`config.mk`:
```
export PLATFORM = sky130hd
export DESIGN_NAME = rgb2y_seq
export DESIGN_NICKNAME = d
export VERILOG_FILES = /design/src/rtl/rgb2y_seq.sv
export SDC_FILE = /design/constraint.sdc
export NUM_CORES = 1
export LEC_CHECK = 0
export ABC_AREA = 1
export ABC_CLOCK_PERIOD_IN_PS = 8950
export BUFFER_PORTS_ARGS = -buffer_cell sky130_fd_sc_hd__buf_2
export CORE_MARGIN = 2
export CORE_UTILIZATION = 65
export DETAILED_ROUTE_END_ITERATION = 8
export PLACE_DENSITY_LB_ADDON = 0.1
export SYNTH_ARGS = -nofsm -noshare
export SYNTH_HDL_FRONTEND = slang
export SYNTH_SLANG_ARGS = --single-unit
```
`constraint.sdc`:
```
create_clock -name iClk -period 8.95 [get_ports iClk]
set_clock_uncertainty 0.2 [all_clocks]
set_input_delay 0.895 -clock iClk [delete_from_list [all_inputs] [get_ports iClk]]
set_output_delay 0.895 -clock iClk [all_outputs]
set_load 0.01 [all_outputs]
```
`src/rtl/rgb2y_seq.sv`:
```
// RGB-to-luma sequencer: one pixel per handshake, one shared 8x16 multiplier
// stepped across R, G and B, Q16 accumulate, registered 8-bit luma output.
//
// state  | meaning
// IDLE   | waiting for a pixel, oReady high unless flushing
// MUL_R  | acc += R * COEF_R
// MUL_G  | acc += G * COEF_G
// MUL_B  | acc += B * COEF_B, luma/tag registered
// OUT    | oValid high, hold until iReady
module rgb2y_seq #(
    parameter logic [15:0] COEF_R = 16'd19595,
    parameter logic [15:0] COEF_G = 16'd38470,
    parameter logic [15:0] COEF_B = 16'd7470,
    parameter int          TAG_W  = 4
) (
    input  logic             iClk,
    input  logic             iReset_n,
    input  logic             iValid,
    output logic             oReady,
    input  logic [7:0]       iR,
    input  logic [7:0]       iG,
    input  logic [7:0]       iB,
    input  logic [TAG_W-1:0] iTag,
    input  logic             iFlush,
    output logic             oValid,
    input  logic             iReady,
    output logic [7:0]       oY,
    output logic [TAG_W-1:0] oTag,
    output logic             oBusy
);

    // coefficient sum bounds the accumulator at 255 * 65535, which fits 24 bits
    if (32'(COEF_R) + 32'(COEF_G) + 32'(COEF_B) > 32'd65535) begin : g_coef_sum_chk
        $error("rgb2y_seq: COEF_R + COEF_G + COEF_B exceeds 65535");
    end

    typedef enum logic [2:0] {
        S_IDLE  = 3'd0,
        S_MUL_R = 3'd1,
        S_MUL_G = 3'd2,
        S_MUL_B = 3'd3,
        S_OUT   = 3'd4
    } state_t;

    state_t             r_state;
    state_t             w_next;
    logic [7:0]         r_r, r_g, r_b;
    logic [TAG_W-1:0]   r_tag;
    logic [23:0]        r_acc;
    logic [7:0]         r_y;
    logic [TAG_W-1:0]   r_tag_out;
    logic [7:0]         w_chan;
    logic [15:0]        w_coef;
    logic [23:0]        w_prod;
    logic [23:0]        w_acc_sum;
    logic               w_accept;

    assign oReady    = iReset_n && (r_state == S_IDLE) && !iFlush;
    assign w_accept  = oReady && iValid;
    assign oValid    = (r_state == S_OUT);
    assign oBusy     = (r_state != S_IDLE);
    assign oY        = r_y;
    assign oTag      = r_tag_out;

    // the single shared multiplier; operands selected by state
    always_comb begin
        w_chan = r_r;
        w_coef = COEF_R;
        case (r_state)
            S_MUL_G: begin
                w_chan = r_g;
                w_coef = COEF_G;
            end
            S_MUL_B: begin
                w_chan = r_b;
                w_coef = COEF_B;
            end
            default: ;
        endcase
    end

    assign w_prod    = {16'd0, w_chan} * {8'd0, w_coef};
    assign w_acc_sum = r_acc + w_prod;

    always_comb begin
        w_next = r_state;
        case (r_state)
            S_IDLE:  if (w_accept) w_next = S_MUL_R;
            S_MUL_R: w_next = S_MUL_G;
            S_MUL_G: w_next = S_MUL_B;
            S_MUL_B: w_next = S_OUT;
            S_OUT:   if (iReady) w_next = S_IDLE;
            default: w_next = S_IDLE;
        endcase
        if (iFlush) w_next = S_IDLE;
    end

    always_ff @(posedge iClk or negedge iReset_n) begin
        if (!iReset_n) r_state <= S_IDLE;
        else           r_state <= w_next;
    end

    always_ff @(posedge iClk or negedge iReset_n) begin
        if (!iReset_n) begin
            r_r       <= '0;
            r_g       <= '0;
            r_b       <= '0;
            r_tag     <= '0;
            r_acc     <= '0;
            r_y       <= '0;
            r_tag_out <= '0;
        end else if (iFlush) begin
            r_acc <= '0;
        end else begin
            case (r_state)
                S_IDLE: begin
                    if (w_accept) begin
                        r_r   <= iR;
                        r_g   <= iG;
                        r_b   <= iB;
                        r_tag <= iTag;
                        r_acc <= '0;
                    end
                end
                S_MUL_R, S_MUL_G: r_acc <= w_acc_sum;
                S_MUL_B: begin
                    r_acc     <= w_acc_sum;
                    r_y       <= w_acc_sum[23:16];
                    r_tag_out <= r_tag;
                end
                default: ;
            endcase
        end
    end

endmodule

```
**Yosys cells after proc, flatten, opt, wreduce, memory -nomap -nowiden**

Index checks and enable logic that the tools add are counted.
W data, S select, Z words.

- Equality and inequality tests: 6
- Bitwise operators: 1
- Reduce and logical (&&, ||, !) cells: 12
- Mux-type cells: 9
- $mul: 1
- Add/sub/neg operators: 1

Operator list:

| cell | count |
|---|---|
| $mux W24 | 2 |
| $pmux W24 S2 | 1 |
| $pmux W16 S2 | 1 |
| $add A24 B24 Y24 | 1 |
| $mul A8 B16 Y24 | 1 |
| $pmux W8 S2 | 1 |
| $pmux W3 S5 | 1 |
| $mux W3 | 3 |
| $eq A3 B2 Y1 const B | 2 |
| $reduce_and A2 Y1 | 3 |
| $reduce_bool A3 Y1 | 2 |
| $eq A3 B1 Y1 const B | 1 |
| $eq A3 B3 Y1 const B | 1 |
| $logic_and A1 B1 Y1 | 3 |
| $logic_not A3 Y1 | 1 |
| $ne A3 B2 Y1 const B | 1 |
| $ne A3 B3 Y1 const B | 1 |
| $reduce_and A3 Y1 | 1 |
| $reduce_or A3 Y1 | 1 |
| $logic_not A1 Y1 | 1 |
| $not A1 Y1 | 1 |

- Flip-flop bits (word level): 67
- Logic and storage cells: 38
- Output and inout port bits: 15
- Input port bits: 33

**Longest topological paths before layout**

Gate-level depths: netlist of the first run.

- Depth in word-level cells: 7
- Depth in mapped cells: 28
- Gate-level depth less buffers: 28

**Worst setup path before layout of the first run**

No wires, ideal clock.

- Kind: register to register
- Start point: register r_state[1]
- End point: register r_y[2], in the netlist oY[2]
- Library setup time: 0.117 ns
- Data arrival time: 4.435 ns
- Clock period less this slack: 4.752 ns
- Slack: 4.198 ns
- Path buffers: 1
- Cell stages (with the launch flop): 26
- Cells stage by stage: dfrtp_1 > nand2_1 > inv_1 > nand2_1 > buf_4 > inv_2 > nand2_1 > nand3_1 > nor2_1 > inv_1 > fa_1 > inv_1 > fa_1 > fa_1 > inv_1 > fa_1 > inv_1 > ha_1 > nand2_1 > inv_1 > a21oi_1 > nor2_1 > nor2_1 > nand3b_1 > nand3_1 > nand2_1

- Cells in the longest elaborated chain, start to end: 4
- Elaborated cells between the ends (all ways): 7
- Classes of those cells: 1 x add/sub; 1 x mul; 2 x eq/ne; 2 x mux; 1 x reduce/logical

Ends and longest elaborated chain:

| element | RTL line | RTL |
|---|---|---|
| start, declared | 45 | `state_t r_state;` |
| start signal, assigned | 100 | `else r_state <= w_next;` |
| $eq A3 B2 Y1, on equally long branches | 69, 115 |  |
| $pmux W8 S2 or $pmux W16 S2 (tied branches) | 69 | `case (r_state)` |
| $mul A8 B16 Y24 | 82 | `assign w_prod = {16'd0, w_chan} * {8'd0, w_coef};` |
| $add A24 B24 Y24 | 83 | `assign w_acc_sum = r_acc + w_prod;` |
| end signal, assigned | 128 | `r_y <= w_acc_sum[23:16];` |
| end, declared | 50 | `logic [7:0] r_y;` |

Several ways; a longest one is shown, not always the timed one.
A chain may end at the register's enable or synchronous reset.

**Worst setup path after layout of the first run**

- Start point: register r_state[2]
- End point: register r_acc[20]

- Cells in the longest elaborated chain, start to end: 6
- Elaborated cells between the ends (all ways): 17
- Classes of those cells: 1 x add/sub; 1 x mul; 4 x eq/ne; 4 x mux; 7 x reduce/logical

Ends and longest elaborated chain:

| element | RTL line | RTL |
|---|---|---|
| $eq A3 B2 Y1 or $logic_not A3 Y1 (tied branches) | 69, 115, 58 |  |
| $pmux W8 S2, or another cell as far along | 69 |  |
| $mul A8 B16 Y24 or $logic_and A1 B1 Y1 (tied branches) | 82, 58 |  |
| $add A24 B24 Y24 or $logic_and A1 B1 Y1 (tied branches) | 83, 59 |  |
| $pmux W24 S2 or $ne A3 B3 Y1 (tied branches) | - |  |
| $mux W24 or $reduce_and A2 Y1 (tied branches) | - |  |
| end signal, assigned | 125 | `S_MUL_R, S_MUL_G: r_acc <= w_acc_sum;` |
| end signal, assigned | 127 | `r_acc <= w_acc_sum;` |
| end, declared | 49 | `logic [23:0] r_acc;` |

Several ways; a longest one is shown, not always the timed one.

==> out/qor.yml, run 1 <==
drcViolationCount: 0
via_per_inst: 5.34
fillers: 883
path_buf_inv: 6
cts_tree: "done"
post_cts_resize_count: 0
synth-simple-area-share: 0.191
htree_levels: 3
synth_area_leaders: "fa_1 (25%), dfrtp_1 (23%), inv_1 (13%)"
layout_min_cycle_time_ns: 5.94
drive_gt1_frac: 0.0946
final_util: 0.716
synth_edf_count: 0
grtUsageTotal: 0.335
synth.net_count: 1077
cts.sinks: 67
hold_viol_final: 0
cts_hold_buf: 0
drt_first_pass_iters: 5
worst_slew_pin_slew_ns: 0.958
post_cts_buffers: 0
hold_path_class: "register to register"
criticalPathCategory: "register to register"
diodes: 0
cts_root_buf: "clkbuf_8"
path_clk_slew_ns: 0.08
nets: 1125
synth_area_sq_um: 7150
status: "finished clean"
vias: 5828
ys_ff_latch: 67
place.gp.congestion: 0.974
clk_latency_ns: 0.38
cap_viol_max_count: 0
antenna_found_initial: 0
die_height_um: 109
synth-adder-area-share: 0.349
worstPathArrival_ns: 6.00
rsz0062_at_grt: "no"
ctsLongestPathBuffers: 2
synth_xor_area_frac: 0.00857
overflow: 0
syn_to_final_growth_pct: 8.10
synth_compound_area_frac: 0.0576
async_reset_ff_frac: 1.00
period_share: 0.663
synth_top_area_share: 0.249
post_drt_wl_per_cell_um: 16.8
grt_max_degree: 51
cpMostUsedCell: "inv_1"
cp_top_family: "adder cells"
yosys_warnings: 0
critPathMaxStageDelay_ns: 0.58
synth_top_cell_by_area: "fa_1"
end_kind: "register"
io_buffers: 47
start_util: 0.663
synthFlopType: "dfrtp_1"
ff_latch_area_sq_um: 1680
drv_slew: 0
crit_chain: "nor2_2, inv_2, a21oi_1, o22ai_1, inv_1, nand2_1, fa_1, inv_1, fa_1, fa_1, inv_1, fa_1, inv_1, ha_1, nand2_1, inv_1, a21oi_1, nand3_1, nand2_1, nand3_1, nand3_1, nand2_1"
die_w_um: 109
synth_mux_area_frac: 0.0163
wl_um: 18300
synth_sequential_area_ratio: 0.234
numCtsBuffers: 9
multiInputGateArea_sq_um: 4460
synth_top_family_by_area: "adder cells"
grt_pass1_wl_um: 29000
synth_common_cells: "inv_1 (244), nand2_1 (188), fa_1 (89), nor2_1 (84), dfrtp_1 (67)"
dp_hpwl_um: 15400
syn_inst: 898
max_freq_mhz: 168
setup_tns_ns: 0
cp.required_ns: 9.02
drt-initial-drc-count: 528
path_max_fanout: 15
die_area_sq_um: 11900
ant_nets: 0
cp-start-kind: "register"
rows: 38
core_area_sq_um: 10800
top_level_ports: 48
postSynthAreaPerCell_sq_um: 7.96
yosysMostFrequentCell: "inv_1"
grt_pass1_vias: 5725
setup_viol: 0
synth_cell_type_count: 33
slowest_stage: "nor2_2"
max_slew_margin: 0.359
-- sequential cells by signal (all words and copies together), names as in the netlist --
signal	cells
r_r	8
oY	8
r_tag	4
r_state	3
oTag	4
r_g	8
r_b	8
r_acc	24
-- placed cells by master, fill, tap and decap left out, drive strengths merged, types with 2 or more instances in the layout --
master | Yosys | layout
a22o | 4 | 4
inv | 249 | 250
nand4 | 3 | 3
o22ai | 6 | 6
ha | 57 | 57
dfrtp | 67 | 67
nand2 | 194 | 194
o21bai | 5 | 5
conb | 2 | 2
nor3 | 4 | 4
nor2 | 87 | 87
nand3b | 6 | 6
clkinvlp | 0 | 2
a21oi | 41 | 41
o21ai | 17 | 17
xnor2 | 6 | 6
buf | 10 | 49
clkbuf | 2 | 11
mux2 | 8 | 8
bufinv | 0 | 2
fa | 89 | 89
nand3 | 37 | 37
-- metal layers --
| metal | wire length [um] | up-vias | track usage |
|---|---|---|---|
| met2 | 8880 | 255 | 0.539 |
| met1 | 7260 | 2791 | 0.433 |
| met4 | 549 | 0 | 0.139 |
| met5 | 0 | - | 0 |
| met3 | 1630 | 36 | 0.0873 |
| li1 | - | 2746 | - |
-- path summary, 6_finish.rpt --
path,start,end,slack (ns),depth (start not counted)
max,r_state[2]$_DFFE_PN0P_,r_acc[20]$_DFFE_PN0P_,3.01,22
min,oY[2]$_DFFE_PN0P_,oY[2]$_DFFE_PN0P_,0.28,2
max reg2reg,r_state[2]$_DFFE_PN0P_,r_acc[20]$_DFFE_PN0P_,3.01,22
min reg2reg,oY[2]$_DFFE_PN0P_,oY[2]$_DFFE_PN0P_,0.28,2
max in group asynchronous,iReset_n,r_acc[7]$_DFFE_PN0P_,7.28,3
min in group asynchronous,iReset_n,r_acc[1]$_DFFE_PN0P_,0.35,2
-- worst register-to-register path: cells and delay by family, from the launching register on --
kind,cells,cell delay (ns)
AO/OA/AOI/OAI,3,0.63
flip-flops,1,0.45
AND/OR/NAND/NOR,8,1.60
adder cells (fa/ha/maj),5,2.38
buffers and inverters,6,0.55
-- layout make-up --
type / instances / share of cell area
clock buffers: 11 / 0.0196
clock inverters: 5 / 0.0108
repair buffers: 49 / 0.0324
well taps: 140 / 0.0227
inverters: 250 / 0.121
multi-input cells: 569 / 0.576
flip-flops and latches: 67 / 0.217
-- per-stage QoR --
stage	instances	worst slack, ns	area, sq um	hold WS, ns
3_3_place_gp	1075	3.22	7500	0.250
2_1_floorplan	898	4.20	7150	0.243
4_1_cts	1091	3.07	7730	0.279
3_5_place_dp	1075	3.09	7500	0.260
6_report	1091	3.01	7730	0.281
5_1_grt	1091	2.66	7730	0.305
-- cells by family (layout without fill, tap and decap cells) --
kind of cell	Yosys count	count (layout)
fa+ha+maj	146	146
other cells	2	2
compound gates	73	73
flops	67	67
buf+inv	262	315
mux	8	8
xor+xnor	7	7
simple gates	333	333
Power of run 1 is left out: the tool's default activity adds up to more than one toggle a clock period on the data nets, which glitch-free logic cannot reach.
==> run 2: changes to the inputs <==
ABC_CLOCK_PERIOD_IN_PS = 5690   (was 8950)
CORE_UTILIZATION = 63   (was 65)
clock period = 5.69 ns   (was 8.95 ns; I/O delays follow)
==> run 2 against run 1 <==
Via count grew 0.81%. Wire length increased by 2.0%. Highest routed layer unchanged. Register-to-register slack lost 2.7 ns. Global-route usage shrank 0.74 points. Sequential cell count stayed put. Clock-buffer cell count rose by 1. Fmax increased by 9.8%. Final cell count grew 0.92%. First-iteration DRC count down 13%.
==> out/qor.yml, run 2 (synthesis results as in run 1) <==
status: "finished clean"  # unchanged
r2r_cells: 21  # was 22
worstPathArrival_ns: 5.43  # was 6.00 ns
die_height_um: 111  # was 109 um
period_share: 0.950  # was 0.663
setup_viol: 0  # unchanged
dp_hpwl_um: 15600  # was 15400 um
start_util: 0.654  # was 0.663
path_max_fanout: 16  # was 15
rows: 38  # unchanged
top_register: "r_acc"  # unchanged
cts_hold_buf: 0  # unchanged
drive_gt1_frac: 0.105  # was 0.0946
drt_first_pass_iters: 5  # unchanged
cp-endpoint: "oY[7]$_DFFE_PN0P_"  # was r_acc[20]$_DFFE_PN0P_
antenna_found_initial: 0  # unchanged
startpoint: "r_state[0]$_DFFE_PN0P_"  # was r_state[2]$_DFFE_PN0P_
hold_path_class: "primary input to async pin"  # was register to register
grt_max_degree: 51  # unchanged
gr-usage-met3: 0.0615  # was 0.0873
ant_nets: 0  # unchanged
criticalPathCategory: "register to register"  # unchanged
final_util: 0.722  # was 0.716
r2r-end: "oY[7]$_DFFE_PN0P_"  # was r_acc[20]$_DFFE_PN0P_
cap_viol_max_count: 0  # unchanged
hold_viol_final: 0  # unchanged
syn_to_final_growth_pct: 10.4  # was 8.10%
place.gp.congestion: 1.06  # was 0.974
die_area_sq_um: 12200  # was 11900 sq um
numCtsBuffers: 9  # unchanged
drv_slew: 0  # unchanged
clk_latency_ns: 0.35  # was 0.38 ns
timing.rr.start: "r_state[0]$_DFFE_PN0P_"  # was r_state[2]$_DFFE_PN0P_
drt-initial-drc-count: 459  # was 528
grt-busiest-layer: "met2"  # unchanged
path_clk_slew_ns: 0.06  # was 0.08 ns
layout_min_cycle_time_ns: 5.41  # was 5.94 ns
layout_commonest_cell: "inv_1"  # unchanged
cts.sinks: 67  # unchanged
nets: 1135  # was 1125
cts_tree: "done"  # unchanged
final_cell_mix: "inv_1 (244), nand2_1 (188), fa_1 (89)"  # unchanged
cts_root_buf: "clkbuf_16"  # was clkbuf_8
die_w_um: 111  # was 109 um
worst_slew_pin_slew_ns: 1.09  # was 0.958 ns
top_level_ports: 48  # unchanged
io_buffers: 47  # unchanged
cp.required_ns: 5.72  # was 9.02 ns
grt_pass1_vias: 6091  # was 5725
diodes: 0  # unchanged
htree_levels: 3  # unchanged
via_per_inst: 5.34  # about the same
drcViolationCount: 0  # unchanged
wl_um: 18700  # was 18300 um
post_drt_wl_per_cell_um: 17.0  # was 16.8 um
rsz0062_at_grt: "no"  # unchanged
vias: 5875  # was 5828
use_met1: 0.435  # was 0.433
core_area_sq_um: 10900  # was 10800 sq um
grt_pass1_wl_um: 30800  # was 29000 um
rrSetupSlack_ns: 0.28  # was 3.01 ns
end_kind: "register"  # unchanged
largest_reg_flops: 24  # unchanged
setup_tns_ns: 0  # unchanged
grtUsageTotal: 0.328  # was 0.335
max_slew_margin: 0.273  # was 0.359
ctsLongestPathBuffers: 2  # unchanged
cp-start-kind: "register"  # unchanged
use_met2: 0.524  # was 0.539
max_freq_mhz: 185  # was 168 MHz
overflow: 0  # unchanged
==> run 2: worst min path at each step <==
stage	end	slack (ns)	depth (start not counted)
5_1_grt	r_acc[4]$_DFFE_PN0P_	0.13	2
2_1_floorplan	oTag[0]$_DFFE_PN0P_	0.07	0
3_3_place_gp	oTag[2]$_DFFE_PN0P_	0.25	2
4_1_cts	r_acc[4]$_DFFE_PN0P_	0.1	2
3_5_place_dp	oTag[0]$_DFFE_PN0P_	0.26	2
6_report	r_acc[4]$_DFFE_PN0P_	0.09	2
==> run 2: layout make-up <==
cell class              instances  area [sq um]
flip-flops and latches         67          1680
clock inverters                 4          48.8
fillers                       878          3040
well taps                     140           175
multi-input cells             569          4470
repair buffers                 59           325
inverters                     250           938
clock buffers                  12           256
==> run 2: repair_timing <==
action                                  CTS  global route
endpoints found under the setup margin    0            17
gates resized for setup                   0             4
buffers inserted                          0             0
==> run 2: worst max-delay path, cell delays in order, from the launching register on <==
cell and delay (ns):
dfrtp_1 0.44, nor2_2 0.23, nand2_4 0.17, nor2_1 0.19, inv_1 0.12, nand2_2 0.15, o21ai_4 0.09, nor2_1 0.26
fa_1 0.50, fa_1 0.50, inv_1 0.05, fa_1 0.45, fa_1 0.49, inv_1 0.05, ha_1 0.36, nand4_1 0.22
nor2_2 0.25, nand3_1 0.19, nand3_1 0.13, nand2_1 0.07, nand3_1 0.10, nand2_1 0.07
==> run 2: per-stage QoR <==
step	std cells	worst slack [ns]	instance area (sq um)	hold slack, ns
final	1101	0.284	7890	0.0858
after global placement	1085	0.258	7570	0.250
after CTS	1101	0.219	7880	0.0956
after floorplan	898	0.938	7150	0.0734
after detailed placement	1085	0.279	7570	0.255
after global routing	1101	0.0230	7890	0.134
==> run 2: metal layers <==
layer | part of all wire | wire length, um
met1 | 0.41 | 7620
met2 | 0.47 | 8860
met3 | 0.076 | 1430
met4 | 0.042 | 782
met5 | 0 | 0
Power of run 2 is left out for the same reason.
==> run 3: changes to the inputs <==
--- a/config.mk
+++ b/config.mk
@@ -8,3 +8,3 @@
 export ABC_AREA = 1
-export ABC_CLOCK_PERIOD_IN_PS = 5690
+export ABC_CLOCK_PERIOD_IN_PS = 6210
 export BUFFER_PORTS_ARGS = -buffer_cell sky130_fd_sc_hd__buf_2
@@ -14,2 +14,3 @@
 export PLACE_DENSITY_LB_ADDON = 0.1
+export SETUP_SLACK_MARGIN = 0.15
 export SYNTH_ARGS = -nofsm -noshare
==> constraint.sdc (replaced) <==
create_clock -name iClk -period 6.21 [get_ports iClk]
set_clock_uncertainty 0.2 [all_clocks]
set_input_delay 0 -clock iClk [delete_from_list [all_inputs] [get_ports iClk]]
set_output_delay 0 -clock iClk [all_outputs]
set_load 0.01 [all_outputs]
==> run 3 against run 2 <==
Via count rose by 2.4%. Die area did not move. Largest cell class unchanged. First-iteration DRC count rose by 40%.
==> out/qor.yml, run 3 (synthesis results as in run 1) <==
grtUsageTotal: 0.340  # was 0.328
htree_levels: 3  # unchanged
cp-start-kind: "register"  # unchanged
startpoint: "r_state[1]$_DFFE_PN0P_"  # was r_state[0]$_DFFE_PN0P_
setup_viol: 0  # unchanged
cp-endpoint: "oY[4]$_DFFE_PN0P_"  # was oY[7]$_DFFE_PN0P_
die_w_um: 111  # unchanged
setup_tns_ns: 0  # unchanged
largest_reg_flops: 24  # unchanged
ctsLongestPathBuffers: 2  # unchanged
die_area_sq_um: 12200  # unchanged
end_kind: "register"  # unchanged
overflow: 0  # unchanged
path_max_fanout: 8  # was 16
layout_commonest_cell: "inv_1"  # unchanged
hold_viol_final: 0  # unchanged
nets: 1158  # was 1135
grt_max_degree: 51  # unchanged
r2r-end: "oY[4]$_DFFE_PN0P_"  # was oY[7]$_DFFE_PN0P_
r2r_cells: 24  # was 21
fillers: 866  # was 878
place.gp.congestion: 1.02  # was 1.06
status: "finished clean"  # unchanged
wl_um: 19700  # was 18700 um
worst_slew_pin_slew_ns: 1.08  # was 1.09 ns
die_height_um: 111  # unchanged
top_level_ports: 48  # unchanged
criticalPathCategory: "register to register"  # unchanged
timing.rr.start: "r_state[1]$_DFFE_PN0P_"  # was r_state[0]$_DFFE_PN0P_
placed_cells: 1076  # was 1085
rsz0062_at_grt: "no"  # unchanged
vias: 6018  # was 5875
numCtsBuffers: 9  # unchanged
worstPathArrival_ns: 5.69  # was 5.43 ns
rows: 38  # unchanged
cap_viol_max_count: 0  # unchanged
via_per_inst: 5.36  # was 5.34
post_drt_wl_per_cell_um: 17.6  # was 17.0 um
final_util: 0.744  # was 0.722
antenna_found_initial: 0  # unchanged
ant_nets: 0  # unchanged
drcViolationCount: 0  # unchanged
place_area_sq_um: 7500  # was 7570 sq um
start_util: 0.654  # unchanged
drv_slew: 0  # unchanged
hold_path_class: "primary input to async pin"  # unchanged
core_area_sq_um: 10900  # unchanged
max_slew_margin: 0.278  # was 0.273
period_share: 0.904  # was 0.950
final_cells: 1122  # was 1101
layout_min_cycle_time_ns: 5.61  # was 5.41 ns
path_clk_slew_ns: 0.06  # about the same
drt-initial-drc-count: 641  # was 459
post_cts_buffers: 0  # unchanged
top_register: "r_acc"  # unchanged
cts.sinks: 67  # unchanged
final_cell_mix: "inv_1 (244), nand2_1 (187), fa_1 (89)"  # was inv_1 (244), nand2_1 (188), fa_1 (89)
max_freq_mhz: 178  # was 185 MHz
cts_root_buf: "clkbuf_16"  # unchanged
syn_to_final_growth_pct: 13.8  # was 10.4%
cts_tree: "done"  # unchanged
clk_latency_ns: 0.35  # about the same
dp_hpwl_um: 15800  # was 15600 um
fin_area_sq_um: 8140  # was 7890 sq um
cp.required_ns: 6.29  # was 5.72 ns
drt_first_pass_iters: 5  # unchanged
diodes: 0  # unchanged
io_buffers: 47  # unchanged
grt_pass1_wl_um: 32000  # was 30800 um
grt_pass1_vias: 6224  # was 6091
drive_gt1_frac: 0.0916  # was 0.105
rrSetupSlack_ns: 0.60  # was 0.28 ns
-- run 3: cell types whose count changed in the layout (fill, tap and decap cells not counted), sizes merged --
cell         before  now
buf              59   50
dlygate4sd3       0   32
clkinv            4    2
-- run 3: worst min-delay path by stage --
stage          cells past startpoint                    to  startpoint
2_1_floorplan                      0   oTag[0]$_DFFE_PN0P_    iReset_n
3_3_place_gp                       2  r_acc[8]$_DFFE_PN0P_    iReset_n
3_5_place_dp                       2  r_acc[8]$_DFFE_PN0P_    iReset_n
4_1_cts                            3  r_acc[2]$_DFFE_PN0P_    iReset_n
5_1_grt                            3  r_acc[8]$_DFFE_PN0P_    iReset_n
6_report                           3  r_acc[8]$_DFFE_PN0P_    iReset_n
-- run 3: layer usage --
metal,up-vias,wire [um],global-route usage
li1,2813,-,-
met1,2877,7850,0.439
met2,275,9630,0.557
met3,53,1560,0.0889
met4,0,663,0.119
met5,-,0,0
-- run 3: layout make-up --
type                       count  area, sq um  share of cell area
clock buffer                  12          267              0.0327
tap                          140          175              0.0215
inverter                     250          938               0.115
timing repair buffer          82          578              0.0710
clock inverter                 2         35.0             0.00431
sequential                    67         1680               0.206
multi-input combinational    569         4470               0.549
-- run 3: what timing repair did --
action | 4_1_cts | 5_1_grt
gates resized for setup | 0 | 3
endpoints found under the hold margin | 70 | 0
endpoints found under the setup margin | 0 | 3
hold buffers | 32 | 0
-- run 3: critical path, cell delays in order (launching register included) --
cell and delay (ns):
dfrtp_1 0.46, inv_2 0.09, nor2_4 0.23, inv_2 0.11
a21oi_1 0.20, o22ai_1 0.12, nor2_1 0.26, inv_1 0.14
fa_1 0.51, inv_1 0.05, fa_1 0.47, fa_1 0.52
inv_1 0.05, fa_1 0.55, inv_1 0.05, ha_1 0.36
nand2_1 0.09, nand2_1 0.08, a21oi_1 0.27, nand3_1 0.23
nand2_1 0.16, nand2_1 0.07, nand2_1 0.08, nand3_1 0.07
nand2_1 0.10
-- run 3: through the flow --
| step | hold WS (ns) | setup WS [ns] |
|---|---|---|
| after floorplan | -0.496 | 1.46 |
| after global placement | -0.129 | 0.621 |
| after detailed placement | -0.118 | 0.629 |
| after CTS | 0.0604 | 0.607 |
| after global routing | 0.0910 | 0.231 |
| final | 0.0398 | 0.598 |
Power of run 3 is left out for the same reason.
